`src/rtl/shared_mem_arbiter.sv`:
```
// Two-requester (IF/MEM) arbiter for a fixed-latency single-ported memory bus.
// Optional macro ARB_ROUND_ROBIN_EN: alternate grants under contention.
module shared_mem_arbiter #(
  parameter int ADDR_W      = 32,
  parameter int DATA_W      = 32,
  parameter int WAIT_CYCLES = 4
) (
  input  logic              clk,
  input  logic              rst,
  input  logic              if_req,
  input  logic [ADDR_W-1:0] if_addr,
  output logic [DATA_W-1:0] if_rdata,
  output logic              if_ready,
  input  logic              mem_rd_req,
  input  logic              mem_wr_req,
  input  logic [ADDR_W-1:0] mem_addr,
  input  logic [DATA_W-1:0] mem_wdata,
  output logic [DATA_W-1:0] mem_rdata,
  output logic              mem_ready,
  output logic              freeze,
  output logic              bus_en,
  output logic              bus_we,
  output logic [ADDR_W-1:0] bus_addr,
  output logic [DATA_W-1:0] bus_wdata,
  input  logic [DATA_W-1:0] bus_rdata
);

  localparam int CNT_W = $clog2(WAIT_CYCLES + 1);
  localparam logic [CNT_W-1:0] CNT_INIT = CNT_W'(WAIT_CYCLES - 1);

  typedef enum logic [1:0] {
    S_IDLE,
    S_BUSY,
    S_DONE
  } state_t;

  typedef enum logic [1:0] {
    G_NONE,
    G_IF,
    G_MEM
  } gnt_t;

  state_t            state_q;
  gnt_t              gnt_q;
  logic [CNT_W-1:0]  cnt_q;
  logic              bus_en_q;
  logic              bus_we_q;
  logic [ADDR_W-1:0] bus_addr_q;
  logic [DATA_W-1:0] bus_wdata_q;
  logic [DATA_W-1:0] if_rdata_q;
  logic [DATA_W-1:0] mem_rdata_q;
  logic              if_ready_q;
  logic              mem_ready_q;

  logic mem_pend;
  logic pick_mem_d;

  assign mem_pend = mem_rd_req | mem_wr_req;

`ifdef ARB_ROUND_ROBIN_EN
  logic last_mem_q;

  // Under contention the requester not served last wins
  always_comb begin
    pick_mem_d = mem_pend & (~if_req | ~last_mem_q);
  end

  // Remember which side got the most recent grant (reset: IF)
  always_ff @(posedge clk) begin
    if (rst) begin
      last_mem_q <= 1'b0;
    end else if (state_q == S_IDLE && (mem_pend || if_req)) begin
      last_mem_q <= pick_mem_d;
    end
  end
`else
  // Fixed priority: MEM always beats IF
  always_comb begin
    pick_mem_d = mem_pend;
  end
`endif

  // Access sequencer: grant, hold bus for WAIT_CYCLES, pulse ready
  always_ff @(posedge clk) begin
    if (rst) begin
      state_q     <= S_IDLE;
      gnt_q       <= G_NONE;
      cnt_q       <= '0;
      bus_en_q    <= 1'b0;
      bus_we_q    <= 1'b0;
      bus_addr_q  <= '0;
      bus_wdata_q <= '0;
      if_rdata_q  <= '0;
      mem_rdata_q <= '0;
      if_ready_q  <= 1'b0;
      mem_ready_q <= 1'b0;
    end else begin
      unique case (state_q)
        S_IDLE: begin
          if (mem_pend || if_req) begin
            state_q  <= S_BUSY;
            cnt_q    <= CNT_INIT;
            bus_en_q <= 1'b1;
            if (pick_mem_d) begin
              gnt_q       <= G_MEM;
              bus_addr_q  <= mem_addr;
              bus_wdata_q <= mem_wdata;
              bus_we_q    <= mem_wr_req;
            end else begin
              gnt_q       <= G_IF;
              bus_addr_q  <= if_addr;
              bus_wdata_q <= '0;
              bus_we_q    <= 1'b0;
            end
          end
        end
        S_BUSY: begin
          if (cnt_q != '0) begin
            cnt_q <= cnt_q - CNT_W'(1);
          end else begin
            state_q  <= S_DONE;
            bus_en_q <= 1'b0;
            bus_we_q <= 1'b0;
            if (!bus_we_q) begin
              if (gnt_q == G_IF) if_rdata_q <= bus_rdata;
              if (gnt_q == G_MEM) mem_rdata_q <= bus_rdata;
            end
            if_ready_q  <= (gnt_q == G_IF);
            mem_ready_q <= (gnt_q == G_MEM);
          end
        end
        S_DONE: begin
          if_ready_q  <= 1'b0;
          mem_ready_q <= 1'b0;
          gnt_q       <= G_NONE;
          state_q     <= S_IDLE;
        end
        default: begin
          state_q <= S_IDLE;
        end
      endcase
    end
  end

  assign bus_en    = bus_en_q;
  assign bus_we    = bus_we_q;
  assign bus_addr  = bus_addr_q;
  assign bus_wdata = bus_wdata_q;
  assign if_rdata  = if_rdata_q;
  assign mem_rdata = mem_rdata_q;
  assign if_ready  = if_ready_q;
  assign mem_ready = mem_ready_q;

  assign freeze = (if_req & ~if_ready_q) | (mem_pend & ~mem_ready_q);

endmodule

```
`config.mk`:
```
export PLATFORM = sky130hd
export DESIGN_NAME = shared_mem_arbiter
export DESIGN_NICKNAME = d
export VERILOG_FILES = /design/src/rtl/shared_mem_arbiter.sv
export SDC_FILE = /design/constraint.sdc
export NUM_CORES = 1
export LEC_CHECK = 0
export CORE_ASPECT_RATIO = 1.1
export CORE_MARGIN = 3
export CORE_UTILIZATION = 42
export DETAILED_ROUTE_END_ITERATION = 12
export PLACE_DENSITY = 0.9
export SLEW_MARGIN = 5
export SYNTH_ARGS = -nofsm -noshare
export SYNTH_HDL_FRONTEND = slang
export SYNTH_SLANG_ARGS = --single-unit
```
`constraint.sdc`:
```
create_clock -name clk -period 2.2 [get_ports clk]
set_input_delay 0.66 -clock clk [delete_from_list [all_inputs] [get_ports clk]]
set_output_delay 0.66 -clock clk [all_outputs]
set_load 0.005 [all_outputs]
```
Yosys cells after proc, flatten, opt, wreduce, memory -nomap -nowiden
Index checks and enable logic that the tools add are counted.
Widths: inputs -> output; s select.
- logic and storage cells: 62
- input bits: 133
- flip-flop bits (word level): 139
- output and inout port bits: 133
- reduce and logical (&&, ||, !) cells: 14
- muxes and demuxes: 21
- bitwise operators: 8
- equality and inequality tests: 7
- add/sub/neg operators: 1
- operators by type and width (operator ; number):
    $mux 32 ; 2
    $mux 2 ; 4
    $pmux 1 s2 ; 4
    $pmux 2 s2 ; 2
    $reduce_and 2->1 ; 4
    $reduce_and 4->1 ; 2
    $mux 1 ; 6
    $mux 3 ; 2
    $ne 2x2->1 const B ; 3
    $pmux 3 s2 ; 1
    $reduce_and 3->1 ; 2
    $reduce_bool 2->1 ; 3
    $eq 2x1->1 const B ; 2
    $eq 2x2->1 const B ; 2
    $not 1->1 ; 4
    $reduce_bool 3->1 ; 1
    $sub 3x1->3 const B ; 1
    $and 1x1->1 ; 2
    $logic_not 2->1 ; 1
    $or 1x1->1 ; 2
    $logic_or 1x1->1 ; 1

Logic depth before layout (Yosys ltp)
Gate-level depths: netlist of the first run.
- depth in word-level cells: 4
- depth in mapped cells: 7
- gate-level depth less buffers: 5

Worst setup path after synthesis of the first run
No wires, ideal clock.
- path kind: input -> output
- start point: input mem_wr_req
- end point: output freeze
- data required time: 1.540 ns
- data arrival time: 1.323 ns
- stages on the path: 3
- setup slack: 0.217 ns
- cell sequence: nor2_1 > clkbuf_1 > o22ai_1
- longest elaborated chain between the ends: 3
- RTL lines (element ; RTL line ; text):
    from (decl) ; 15 ; input logic mem_wr_req,
    $or 1x1->1 ; 58 ; assign mem_pend = mem_rd_req | mem_wr_req;
    $and 1x1->1 ; 154 ; assign freeze = (if_req & ~if_ready_q) | (mem_pend & ~mem_ready_q);
    $or 1x1->1 ; 154 ;
    to (decl) ; 20 ; output logic freeze,
No other way between the ends.

Worst setup path after layout of the first run
Same ends and word-level chain as after synthesis.

==> results.yml, run 1 <==
worst_setup_path:
  critical_path.max_fanout: 2
  r2r-start: "cnt_q[0]$_SDFFE_PP0P_"
  rr_worst_depth: 6
  critPathRequiredTime_ns: 1.54
  cp-start-kind: "primary input"
  crit_arrival_ns: 1.46
  end_kind: "output pin"
  regToRegEndpoint: "mem_rdata[11]$_SDFFE_PP0P_"
  reg2reg_slack_ns: 0.25
  critical_path_class: "primary input to output pin"
route:
  drtIter0Drc: 596
  final_antenna_net_count: 0
  drc: 0
  post_drt_wl_per_cell_um: 16.9
  routed_via_density: 5.40
  drtPass1Iterations: 5
  num_vias: 6022
  routed_wl_mm: 18.9
synth:
  synth.avg_cell_area_um2: 8.65
  synth-seq-cells: 139
  synth_cell_types: 30
  seq_area_frac_synth: 0.474
  yosys_warnings: 0
  synthesis.nets: 814
  synthCells: 679
  synth_area_mm2: 0.00588
pwr:
  p_clk_frac: 0.376
  ir_drop_v: 0.000560
  comb_power_share: 0.215
  pwr-share-seq: 0.408
  total_power_w: 0.00689
  switchingPower_w: 0.00190
  p_leak_nw: 3.52
  power_density_mw_per_mm2: 740
  swShare: 0.276
  internal_power_w: 0.00499
placed_design:
  gp_congestion: 0.796
  hpwlAfterDp_mm: 13.2
  dp_cells: 1082
  port_buffers: 265
  place_ws_ns: -0.400
timing:
  drv_slew: 0
  fin_crit_sh: 0.965
  hold_ws_ns: 0.473
  setup_violations: 0
  rsz0062_at_grt: "false"
  hold_viol_final: 0
  post-route-worst-setup-slack_ns: 0.0775
  slew_headroom: 0.587
  fmax_mhz: 471
  tightest_slew_ns: 0.620
  finalWorstPathRequiredPeriod_ns: 2.12
  fin_skew_ns: 0.00800
global_routing:
  use_met2: 0.416
  overflow: 0
  use_met3: 0.0798
  antenna_found_initial: 2
  grt_pass1_wl_mm: 30.0
  grt_most_used_layer: "met2"
  grt_pass1_vias: 5920
  grt_max_degree: 71
  grt_use_total: 0.239
  gr-usage-met1: 0.276
layout:
  nNetsFinal: 1052
  fillers: 1040
  final_core_util: 0.694
  drive_gt1_frac: 0.0753
  seq_area_mm2: 0.00278
  multi_input_area_mm2: 0.00281
  fin_cells: 1115
  area_delta_synth_final_pct: 58.6
clocking:
  clockBufferDepth: 2
  cts_tree: "yes"
  numCtsBuffers: 17
  clk_pin_slew_ns: 0.05
  htreeDepth: 4
  root_buffer: "clkbuf_16"
  post-cts-setup-buffers: 0
  clkSinkCount: 139
  insertion_delay_ns: 0.41
floorplan:
  placementRows: 44
  start_util: 0.437
  io_pins: 266
  fp.dieW_um: 119
  dieArea_mm2: 0.0154
  core_mm2: 0.0134
  dieHeight_um: 130
min_path:
  hp-class: "flop to flop"
  holdPathEnd: "if_rdata[1]$_SDFFE_PP0P_"
  hold_path_depth: 2
  hp-start: "if_rdata[1]$_SDFFE_PP0P_"
flow_run:
  maxCapViolations: 0
status:
  status: "complete, no violations"
-- per-stage QoR --
step	TNS, ns	area (um2)
final	0	9320
after global routing	0	9320
after CTS	0	9310
after detailed placement	-1.52	8790
after global placement	-0.845	8790
after floorplan	0	5880
-- cells by family (layout without fill, tap and decap cells) --
group | count (synthesis) | in the layout | share of synthesized area
buf+inv | 76 | 326 | 0.0537
mux | 32 | 32 | 0.0545
other cells | 0 | 2 | 0
compound gates | 209 | 209 | 0.202
fa+ha+maj | 2 | 2 | 0.00426
simple gates | 221 | 221 | 0.212
flops | 139 | 139 | 0.474
-- critical path: stages --
cell	delay, ns
clkdlybuf4s50_1	0.50
nor2_2	0.05
o22ai_1	0.12
buf_2	0.13
-- layout make-up --
cell class / count / share of cell area
antenna: 2 / 0.000537
clock buffer: 18 / 0.0471
clock inverter: 13 / 0.0102
inverter: 4 / 0.00161
multi-input combinational: 464 / 0.302
sequential: 139 / 0.299
tap: 184 / 0.0247
timing repair buffer: 291 / 0.315
-- sequential cells by signal, summed over array words and instances, names as in the netlist, 2 cells and up --
register,count
cnt_q,3
state_q,2
gnt_q,2
mem_rdata,32
bus_wdata,32
if_rdata,32
bus_addr,32
-- layer usage --
metal	vias up	wire length (um)
li1	2900	-
met1	2829	7470
met2	267	9470
met3	26	1530
met4	0	397
met5	-	0
-- what timing repair did --
action	4_1_cts	5_1_grt
endpoints found under the setup margin	1	0
hold buffers	0	0
resized for setup	6	0
-- layout by cell type (no fill, tap or decap), types with 3 or more instances in the layout --
| cell | instances |
|---|---|
| clkinv_2 | 4 |
| nand2b_1 | 66 |
| clkdlybuf4s50_1 | 261 |
| a311oi_1 | 32 |
| nand2_1 | 70 |
| inv_1 | 4 |
| clkinvlp_4 | 3 |
| nand4b_1 | 32 |
| clkbuf_16 | 17 |
| a21oi_1 | 104 |
| buf_4 | 19 |
| buf_12 | 8 |
| inv_6 | 4 |
| mux2i_1 | 32 |
| nand3_1 | 34 |
| o21ai_0 | 65 |
| dfxtp_1 | 139 |
-- worst max path at each step --
stage,from,end,depth (start not counted)
2_1_floorplan,mem_wr_req,freeze,3
3_3_place_gp,mem_rd_req,freeze,4
3_5_place_dp,mem_rd_req,freeze,4
4_1_cts,mem_wr_req,freeze,4
5_1_grt,mem_wr_req,freeze,4
6_report,mem_wr_req,freeze,4
-- power groups by stage --
stage	combinational (W)	clock, W	sequential, W
global route	0.00160	0.00277	0.00284
global placement	0.00147	0	0.00286
CTS	0.00149	0.00265	0.00282
floorplan	0.000629	0	0.00287
detailed placement	0.00149	0	0.00287
finish	0.00148	0.00259	0.00282
-- cells in the mapped netlist --
| cell | number | area (um2) |
|---|---|---|
| or3_1 | 2 | 12.5 |
| a311oi_1 | 32 | 280 |
| o22ai_1 | 1 | 6.26 |
| or3b_2 | 1 | 8.76 |
| clkbuf_1 | 63 | 236 |
| o21ai_0 | 65 | 325 |
| nand2_1 | 70 | 263 |
| a21oi_1 | 104 | 521 |
| inv_1 | 4 | 15.0 |
| nand4bb_1 | 1 | 11.3 |
| buf_2 | 6 | 30.0 |
| nand3b_1 | 2 | 15.0 |
| o21a_1 | 1 | 7.51 |
| or4b_1 | 1 | 10.0 |
| ha_1 | 2 | 25.0 |
| nand4b_1 | 32 | 280 |
| buf_6 | 3 | 33.8 |
| o211ai_1 | 2 | 15.0 |
| nor4bb_1 | 1 | 10.0 |
| nor2_1 | 5 | 18.8 |
| nand2b_1 | 66 | 413 |
| nor2b_1 | 2 | 12.5 |
| nand3_1 | 34 | 170 |
| dfxtp_1 | 139 | 2780 |
| or2_2 | 1 | 6.26 |
| a31oi_1 | 2 | 12.5 |
| nor3_1 | 2 | 10.0 |
| or2_1 | 1 | 6.26 |
| mux2i_1 | 32 | 320 |
| a31o_2 | 2 | 17.5 |
Note: power is estimated with default switching activity, not from simulation.
==> run 2: changes to the inputs <==
--- a/config.mk
+++ b/config.mk
@@ -9,6 +9,7 @@
 export CORE_MARGIN = 3
 export CORE_UTILIZATION = 42
 export DETAILED_ROUTE_END_ITERATION = 12
+export MAX_ROUTING_LAYER = met4
 export PLACE_DENSITY = 0.9
 export SLEW_MARGIN = 5
 export SYNTH_ARGS = -nofsm -noshare
==> results.yml, run 2 (synthesized netlist as in run 1, its figures left out) <==
status:
  status: "complete, no violations"
worst_setup_path:
  crit_slowest_cell: "clkdlybuf4s50_1"
  critical_path.startpoint: "mem_wr_req"
  critPathRequiredTime_ns: 1.54
  cp-start-kind: "primary input"
  reg2reg_slack_ns: 0.25
  crit_end: "freeze"
  rr_worst_depth: 6
  crit_chain: "clkdlybuf4s50_1 > nor2_2 > o22ai_1 > buf_2"
  regToRegEndpoint: "mem_rdata[11]$_SDFFE_PP0P_"
  critical_path_class: "primary input to output pin"
  crit_arrival_ns: 1.46
  cp_num_cells: 4
  end_kind: "output pin"
  critical_path.max_fanout: 2
  crit_buf_inv: 2
  slowest_delay_ns: 0.50
  r2r-start: "cnt_q[0]$_SDFFE_PP0P_"
  path_delay_family: "buffers and inverters"
clocking:
  cts_tree: "yes"
  holdBufCountCts: 0
  clkSinkCount: 139
  numCtsBuffers: 17
  htreeDepth: 4
  clk_pin_slew_ns: 0.06
  root_buffer: "clkbuf_16"
  insertion_delay_ns: 0.41
  clockBufferDepth: 2
global_routing:
  antenna_found_initial: 2
  grt_use_total: 0.246
  grt_pass1_wl_mm: 29.9
  grt_max_degree: 71
  overflow: 0
  grt_pass1_vias: 5932
timing:
  slew_headroom: 0.596
  fmax_mhz: 471
  fin_crit_sh: 0.965
  finalWorstPathRequiredPeriod_ns: 2.12
  drv_slew: 0
  fin_skew_ns: 0.00755
  setup_violations: 0
  tightest_slew_ns: 0.607
  hold_viol_final: 0
  rsz0062_at_grt: "false"
layout:
  nNetsFinal: 1052
  final_common_cell: "clkdlybuf4s50_1"
  area_delta_synth_final_pct: 58.6
  drive_gt1_frac: 0.0753
  final_cell_mix: "clkdlybuf4s50_1 (261), dfxtp_1 (139), a21oi_1 (104), nand2_1 (70), nand2b_1 (66)"
  design_area_mm2: 0.00932
  final_core_util: 0.694
route:
  final_antenna_net_count: 0
  wl_met2_mm: 9.57
  routed_wl_mm: 19.0
  highest_layer: "met4"
  dr_wl_met3_mm: 1.46
  drtPass1Iterations: 5
  post_drt_wl_per_cell_um: 17.0
  routed_via_density: 5.38
  num_vias: 6002
  wl_met1_mm: 7.50
  drtIter0Drc: 615
  drc: 0
floorplan:
  io_pins: 266
  dieHeight_um: 130
  core_mm2: 0.0134
  dieArea_mm2: 0.0154
  placementRows: 44
  start_util: 0.437
  fp.dieW_um: 119
pwr:
  p_leak_nw: 3.52
  power_density_mw_per_mm2: 741
  ir_drop_v: 0.000562
placed_design:
  dpl_cell_area_mm2: 0.00879
  hpwlAfterDp_mm: 13.2
  port_buffers: 265
  gp_congestion: 0.808
flow_run:
  maxCapViolations: 0
min_path:
  hp-class: "flop to flop"
-- run 2: cell counts in the layout (fill, tap and decap cells not counted) --
No cell type changed its count.
-- run 2: metal layers --
layer,vias up,GRT usage
li1,2897,-
met1,2817,0.280
met3,26,0.0711
met2,262,0.417
met4,0,0.0886
met5,-,-
-- run 2: worst min-delay path by stage --
stage / slack (ns) / endpoint / cells after the start / start
finish: 0.47 / bus_wdata[4]$_SDFFE_PP0P_ / 2 / bus_wdata[4]$_SDFFE_PP0P_
floorplan: 0.45 / bus_en$_SDFFE_PP0P_ / 2 / bus_en$_SDFFE_PP0P_
global placement: 0.45 / bus_en$_SDFFE_PP0P_ / 2 / bus_en$_SDFFE_PP0P_
CTS: 0.47 / bus_wdata[4]$_SDFFE_PP0P_ / 2 / bus_wdata[4]$_SDFFE_PP0P_
global route: 0.49 / if_rdata[11]$_SDFFE_PP0P_ / 2 / if_rdata[11]$_SDFFE_PP0P_
detailed placement: 0.46 / bus_en$_SDFFE_PP0P_ / 2 / bus_en$_SDFFE_PP0P_
-- run 2: cell type report --
class	count	area, um2
antenna	2	5.00
clock buffer	18	439
clock inverter	13	95.1
fill	1040	4120
inverter	4	15.0
multi-input combinational	464	2810
sequential	139	2780
tap	184	230
timing repair buffer	291	2940
-- run 2: through the flow --
| stage | TNS (ns) | cells | hold WS [ns] | power (W) | setup slack, ns |
|---|---|---|---|---|---|
| floorplan | 0 | 679 | 0.453 | 0.00350 | 0.217 |
| global placement | -0.845 | 1082 | 0.445 | 0.00433 | -0.368 |
| detailed placement | -1.52 | 1082 | 0.457 | 0.00435 | -0.400 |
| CTS | 0 | 1113 | 0.473 | 0.00696 | 0.0744 |
| global route | 0 | 1115 | 0.488 | 0.00722 | 0.0365 |
| finish | 0 | 1115 | 0.473 | 0.00690 | 0.0766 |
-- run 2: repair_timing --
| action | 4_1_cts | 5_1_grt |
|---|---|---|
| setup endpoints to repair | 1 | 0 |
| setup buffers | 0 | 0 |
| gates resized for setup | 6 | 0 |
-- run 2: worst min-delay path, stage by stage (launching register included) --
cell     delay, ns
dfxtp_1       0.30
o21ai_0       0.06
a21oi_1       0.06
-- run 2: report_power, final --
part | switching, W | internal [W] | leakage [nW]
Clock | 0.00113 | 0.00147 | 0.259
Combinational | 0.000678 | 0.000808 | 2.12
Sequential | 0.000107 | 0.00271 | 1.14
Total | 0.00191 | 0.00499 | 3.52
==> run 3: changes to the inputs <==
==> constraint.sdc (replaced) <==
create_clock -name clk -period 2.2 [get_ports clk]
set_input_delay 0.66 -clock clk [delete_from_list [all_inputs] [get_ports clk]]
set_output_delay 0.66 -clock clk [all_outputs]
set_load 0.02 [all_outputs]
==> results.yml, run 3 (synthesized netlist as in run 1, its figures left out) <==
pwr:
  comb_power_share: 0.225
  p_clk_frac: 0.401
  swShare: 0.272
  p_leak_nw: 3.59
  switchingPower_w: 0.00205
  ir_drop_v: 0.000527
  internal_power_w: 0.00548
  power_density_mw_per_mm2: 798
  pwr-share-seq: 0.375
worst_setup_path:
  cp-start-kind: "primary input"
  reg2reg_slack_ns: 0.27
  critical_path.max_fanout: 2
  regToRegEndpoint: "mem_rdata[2]$_SDFFE_PP0P_"
  slowest_delay_ns: 0.50
  critical_path_class: "primary input to output pin"
  rr_worst_depth: 6
  r2r-start: "cnt_q[0]$_SDFFE_PP0P_"
  crit_slowest_cell: "clkdlybuf4s50_1"
  crit_chain: "clkdlybuf4s50_1 > inv_1 > o22ai_2 > buf_4"
  crit_arrival_ns: 1.52
  critPathRequiredTime_ns: 1.54
  end_kind: "output pin"
clocking:
  htreeDepth: 4
  insertion_delay_ns: 0.41
  root_buffer: "clkbuf_16"
  cts_tree: "yes"
  clkSinkCount: 139
  numCtsBuffers: 17
  holdBufCountCts: 0
  clockBufferDepth: 2
  clk_pin_slew_ns: 0.06
route:
  routed_wl_mm: 19.2
  drtPass1Iterations: 5
  post_drt_wl_per_cell_um: 17.2
  final_antenna_net_count: 0
  wl_met1_mm: 7.29
  dr_wl_met3_mm: 1.56
  drc: 0
  num_vias: 6104
  wl_met2_mm: 9.59
  routed_via_density: 5.46
  drtIter0Drc: 642
  highest_layer: "met4"
layout:
  fillers: 1013
  area_delta_synth_final_pct: 60.6
  final_cell_mix: "clkdlybuf4s50_1 (260), dfxtp_1 (139), a21oi_1 (104), nand2_1 (70), nand2b_1 (66)"
  drive_gt1_frac: 0.0773
  nNetsFinal: 1054
  final_common_cell: "clkdlybuf4s50_1"
  fin_cells: 1117
timing:
  fin_crit_sh: 0.993
  tightest_slew_ns: 0.596
  setup_violations: 0
  finalWorstPathRequiredPeriod_ns: 2.18
  post-route-worst-setup-slack_ns: 0.0161
  hold_viol_final: 0
  fin_skew_ns: 0.00603
  drv_slew: 0
  fmax_mhz: 458
  slew_headroom: 0.603
floorplan:
  dieHeight_um: 130
  fp.dieW_um: 119
  io_pins: 266
  placementRows: 44
  core_mm2: 0.0134
  start_util: 0.437
  dieArea_mm2: 0.0154
flow_run:
  maxCapViolations: 0
min_path:
  hold_path_depth: 2
  holdPathEnd: "bus_wdata[0]$_SDFFE_PP0P_"
  hp-start: "bus_wdata[0]$_SDFFE_PP0P_"
  hp-class: "flop to flop"
placed_design:
  hpwlAfterDp_mm: 13.0
  gp_congestion: 0.816
  dp_cells: 1084
  place_ws_ns: -0.469
  port_buffers: 265
global_routing:
  antenna_found_initial: 1
  grt_pass1_wl_mm: 30.1
  grt_pass1_vias: 6099
  overflow: 0
  grt_max_degree: 70
  grt_use_total: 0.250
status:
  status: "complete, no violations"
run 3: cell types whose count changed in the layout (fill, tap and decap cells not counted), sizes merged, moves of 2 or more:
cell    delta
bufinv     +4
clkbuf     +3
clkinv     -3
buf        +2
inv        -3
run 3: through the flow:
stage,TNS (ns),util,instance area (um2),hold slack [ns],total power (W)
2_1_floorplan,0,-,5880,0.462,0.00370
3_3_place_gp,-1.65,0.655,8800,0.448,0.00453
3_5_place_dp,-2.51,0.655,8800,0.463,0.00455
4_1_cts,0,0.701,9420,0.471,0.00758
5_1_grt,-0.00430,0.702,9430,0.487,0.00783
6_report,0,0.702,9430,0.469,0.00752
run 3: final cells by class:
cell class	instances	area (um2)	share of cell area
clock inverter	11	166	0.0176
inverter	4	15.0	0.00159
tap	184	230	0.0244
timing repair buffer	293	2960	0.314
multi-input combinational	464	2820	0.299
sequential	139	2780	0.295
antenna	1	2.50	0.000265
clock buffer	21	460	0.0488
run 3: repair_timing:
| item | 4_1_cts | 5_1_grt |
|---|---|---|
| buffers inserted | 0 | 0 |
| gates resized for setup | 7 | 2 |
| endpoints found under the setup margin | 1 | 2 |
run 3: worst max path at each step:
stage	start	to	cells after the start
2_1_floorplan	mem_wr_req	freeze	3
6_report	if_req	freeze	4
3_5_place_dp	mem_wr_req	freeze	4
3_3_place_gp	mem_wr_req	freeze	4
5_1_grt	if_req	freeze	4
4_1_cts	if_req	freeze	4
run 3: layer usage:
metal	global-route usage	up-vias
met1	0.273	2846
li1	-	2902
met4	0.140	0
met5	-	-
met2	0.418	304
met3	0.0672	52
run 3: critical path, delay by kind of cell:
family,cells,cell delay (ns)
buffers and inverters,3,0.72
AO/OA/AOI/OAI,1,0.14
run 3: power groups by stage:
stage,clock (W),combinational [W],sequential [W]
floorplan,0,0.000629,0.00307
detailed placement,0,0.00169,0.00287
global route,0.00318,0.00181,0.00284
CTS,0.00307,0.00170,0.00282
finish,0.00301,0.00169,0.00282
global placement,0,0.00167,0.00286
